<file path="config.mk">
export PLATFORM = sky130hd
export DESIGN_NAME = seq_serializer
export DESIGN_NICKNAME = d
export VERILOG_FILES = /design/src/rtl/seq_serializer.sv
export SDC_FILE = /design/constraint.sdc
export NUM_CORES = 1
export LEC_CHECK = 0
export CORE_MARGIN = 10
export CORE_UTILIZATION = 51
export CTS_CLUSTER_SIZE = 40
export DETAILED_ROUTE_END_ITERATION = 12
export GPL_ROUTABILITY_DRIVEN = 0
export GPL_TIMING_DRIVEN = 0
export PLACE_DENSITY = 0.77
export SLEW_MARGIN = 10
export SYNTH_ARGS = -nofsm -noshare
export SYNTH_HDL_FRONTEND = slang
export SYNTH_SLANG_ARGS = --single-unit
</file>
<file path="constraint.sdc">
create_clock -name clk -period 1.7 [get_ports clk]
set_input_delay 0.255 -clock clk [delete_from_list [all_inputs] [get_ports clk]]
set_output_delay 0.255 -clock clk [all_outputs]
set_load 0.1 [all_outputs]
</file>
<file path="src/rtl/seq_serializer.sv">
// Parallel-to-serial front end for the Moore sequence detector.
// One skid word in `hold` backs up the shift register so that consecutive
// words leave on seq_out with no idle bit between them.
//
// state | meaning
// ------+-----------------------------------------------------------
// IDLE  | shift register empty, seq_out parked low, waiting for hold
// SHIFT | a word is on seq_out, cnt indexes the bit being presented
module seq_serializer #(
  parameter int WIDTH     = 8,
  parameter bit MSB_FIRST = 1'b1
) (
  input  logic             clk,
  input  logic             reset,
  input  logic [WIDTH-1:0] din,
  input  logic             din_valid,
  output logic             din_ready,
  input  logic             bit_en,
  output logic             seq_out,
  output logic             seq_valid,
  output logic             frame_start,
  output logic             frame_last
);

  localparam int CW = (WIDTH > 2) ? $clog2(WIDTH) : 1;
  localparam logic [CW-1:0] LAST = CW'(WIDTH - 1);

  localparam logic [0:0] IDLE  = 1'b0;
  localparam logic [0:0] SHIFT = 1'b1;

  logic [0:0]       state;
  logic [WIDTH-1:0] hold;
  logic             hold_full;
  logic [WIDTH-1:0] sh;
  logic [CW-1:0]    cnt;
  logic             accept;

  // Accept and reload are mutually exclusive because ready is just !hold_full.
  assign accept = din_valid && din_ready;

  // Skid register, shift register, bit counter and state in one process so
  // the hold_full set (accept) and clear (reload) share a single driver.
  always_ff @(posedge clk or negedge reset) begin
    if (!reset) begin
      state     <= IDLE;
      hold      <= '0;
      hold_full <= 1'b0;
      sh        <= '0;
      cnt       <= '0;
    end else begin
      if (accept) begin
        hold      <= din;
        hold_full <= 1'b1;
      end
      if (bit_en) begin
        case (state)
          IDLE: begin
            if (hold_full) begin
              sh        <= hold;
              hold_full <= 1'b0;
              cnt       <= '0;
              state     <= SHIFT;
            end
          end
          default: begin
            if (cnt == LAST) begin
              if (hold_full) begin
                sh        <= hold;
                hold_full <= 1'b0;
                cnt       <= '0;
              end else begin
                sh    <= '0;
                cnt   <= '0;
                state <= IDLE;
              end
            end else begin
              if (MSB_FIRST) begin
                sh <= {sh[WIDTH-2:0], 1'b0};
              end else begin
                sh <= {1'b0, sh[WIDTH-1:1]};
              end
              cnt <= cnt + CW'(1);
            end
          end
        endcase
      end
    end
  end

  // Outputs decode registered state only; no path from din_valid to din_ready.
  always_comb begin
    din_ready   = !hold_full;
    seq_valid   = (state == SHIFT);
    seq_out     = seq_valid && (MSB_FIRST ? sh[WIDTH-1] : sh[0]);
    frame_start = seq_valid && (cnt == '0);
    frame_last  = seq_valid && (cnt == LAST);
  end

endmodule

</file>
==> reports/metrics.csv <==
metric,value,unit
outcome,finished clean,
slew_viol_final,0,
relSlewSlack,0.388,
ir_worst_vdd,0.929,mV
syn_area,1050,sq um
setup_violations,0,
final_hold_viol_count,0,
nFillCells,163,
setup_tns,0,ps
num_vias,708,
yosys.cell_count.top_type,dfrtp_1,
grt_setup_unrepaired,no,
tritoncts,yes,
numCtsBuffers,3,
syn_avg_cell_area,12.2,sq um
crit_chain,"ha_2, ha_4, and2_4, buf_12",
post-route-period-util,0.964,
antenna_found_initial,0,
fmaxAchievable,0.610,GHz
root_buffer,clkbuf_4,
hold_buffers,0,
areaGrowthSynthToFinish,23.7,%
worstSkewPairLatency,300,ps
p_int,1.26,mW
ys_ff_latch,21,
switching_share,0.429,
num_rows,16,
required,1440,ps
slowest_stage,dfrtp_1,
final_antenna_net_count,0,
max_stage_delay,400,ps
reg2reg_slack,260,ps
grt_pass1_vias,762,
io_buffers,16,
dieArea,4280,sq um
p_seq_frac,0.397,
synthCells,86,
end_kind,output port,
synth_warnings,0,
routedWlPerCell,14.3,microns
yosysTopAreaCell,dfrtp_1,
power.leakage,0.544,nW
drt_pass1_iterations,2,
synthArstFlopShare,1.00,
drive_above_1_share,0.358,
cts.sinks,21,
multi_input_area,480,sq um
critPathMaxFanout,4,
seq_area,527,sq um
powerDensity,1700,nW/um^2
grt_use_total,0.0941,
dp_hpwl,1420,microns
cp.arrival,1380,ps
seq_area_frac_synth,0.499,
grt_pass1_wl,3330,microns
worst_slew_pin_slew,915,ps
ys.flop_type,dfrtp_1,
synth_top_area_frac,0.499,
skew,3.01,ps
core_area,1960,sq um
nets,123,
grt_start_max_net_pins,22,
r2r-start,cnt[0],
io_pins,17,
cap_violations,0,
drc,0,
p_comb_frac,0.496,
initial_core_util,0.536,
diodes,0,
whs,459,ps
drt_iter0_markers,9,
critPathBufInv,1,
gr-total-overflow,0,
synth_edf_count,0,
drt-total-wl,1900,microns
cts_setup_buffers,0,
via_per_inst,5.32,
htree_levels,1,
synth_nets,102,
start_kind,flip-flop,
clk_pin_slew_worst_paths,110,ps
p_switching,0.946,mW
yosys-top-cells-area,"dfrtp_1 (50%), a221oi_2 (10%), mux2_2 (8.6%), nor2_1 (5.0%), ha_1 (4.8%)",
fp.dieH,65.4,microns
p_total,2.21,mW
synthDistinctLibCells,27,
r2r-end,sh[5],
synth_commonest_cells,"dfrtp_1 (21), nor2_1 (14), mux2_2 (8), a221oi_2 (7), inv_1 (5)",
p_clk_frac,0.107,
min_period,1640,ps
die_w,65.4,microns
reg2regPathDepth,5,
path_class,flip-flop to output port,
crit_family,flip-flops,
hold_class,primary input to asynchronous set/reset pin,
clockBufferDepth,2,
## cell type report
type	instances	share of cell area
plain buffers	6	0.0385
clock buffers	4	0.0202
inverters	5	0.0144
multi-input cells	54	0.369
flip-flops and latches	21	0.405
well taps	27	0.0260
repair buffers	16	0.127
## cell usage in the layout (no fill, tap or decap), types with 2 or more instances in the layout
cell	instances
buf_2	2
a221oi_2	7
mux2_2	8
o21ai_1	2
clkdlybuf4s50_1	11
ha_1	2
buf_4	4
buf_6	3
clkbuf_4	3
nand4_1	2
nor2_1	14
dfrtp_1	20
inv_1	5
## worst reg2reg max path, stage by stage (launching register included)
cell      delay, ps
dfrtp_1         400
ha_2            210
ha_4            180
a21bo_4         250
a221oi_2        220
nor2_1           70
## sequential cells by signal, summed over array words and instances, names as in the netlist
register   flops
sh             8
cnt            3
seq_valid      1
hold_full      1
hold           8
## repair_timing
action                                  in CTS  in global routing
pin swaps                                    0                  0
endpoints found under the setup margin       5                  2
resized for setup                           32                  2
## power by group through the flow
stage	registers [mW]	clock network, mW	logic [mW]
3_3_place_gp	0.873	0	1.05
5_1_grt	0.907	0.263	1.19
2_1_floorplan	0.876	0	0.849
6_report	0.876	0.236	1.09
4_1_cts	0.880	0.245	1.09
3_5_place_dp	0.887	0	1.08
## cell families (layout without fill, tap and decap cells)
family                   Yosys count  in the layout  share of synthesized area
AND/OR/NAND/NOR                   25             25                      0.117
flip-flops                        21             21                      0.499
AO/OA/AOI/OAI                     17             17                      0.186
buffers and inverters             11             31                     0.0654
multiplexers                       8              8                     0.0856
adder cells (fa/ha/maj)            4              4                     0.0476
## how the worst max path moves through the flow
stage / slack, ps / cells past startpoint / from / end
2_1_floorplan: 40 / 2 / seq_valid / frame_last
3_3_place_gp: -570 / 4 / cnt[0] / frame_last
3_5_place_dp: -590 / 4 / cnt[1] / frame_last
4_1_cts: -3 / 4 / cnt[0] / frame_last
5_1_grt: 20 / 4 / cnt[0] / frame_last
6_report: 60 / 4 / cnt[0] / frame_last
## metrics by stage
stage	setup slack [ps]	instance area [sq um]	utilization	instances
CTS	-2.62	1300	0.661	133
floorplan	38.3	1060	-	86
finish	60.5	1300	0.663	133
detailed placement	-595	1250	0.639	129
global placement	-567	1250	0.639	129
global route	16.3	1300	0.663	133
## layer usage
metal  global-route usage  wire (microns)  vias up
li1                     -               -      342
met1                0.105             847      349
met2                0.167             955       13
met3               0.0220              79        4
met4               0.0401              14        0
met5                    0               0        -
Power figures use the tool's default switching activity.
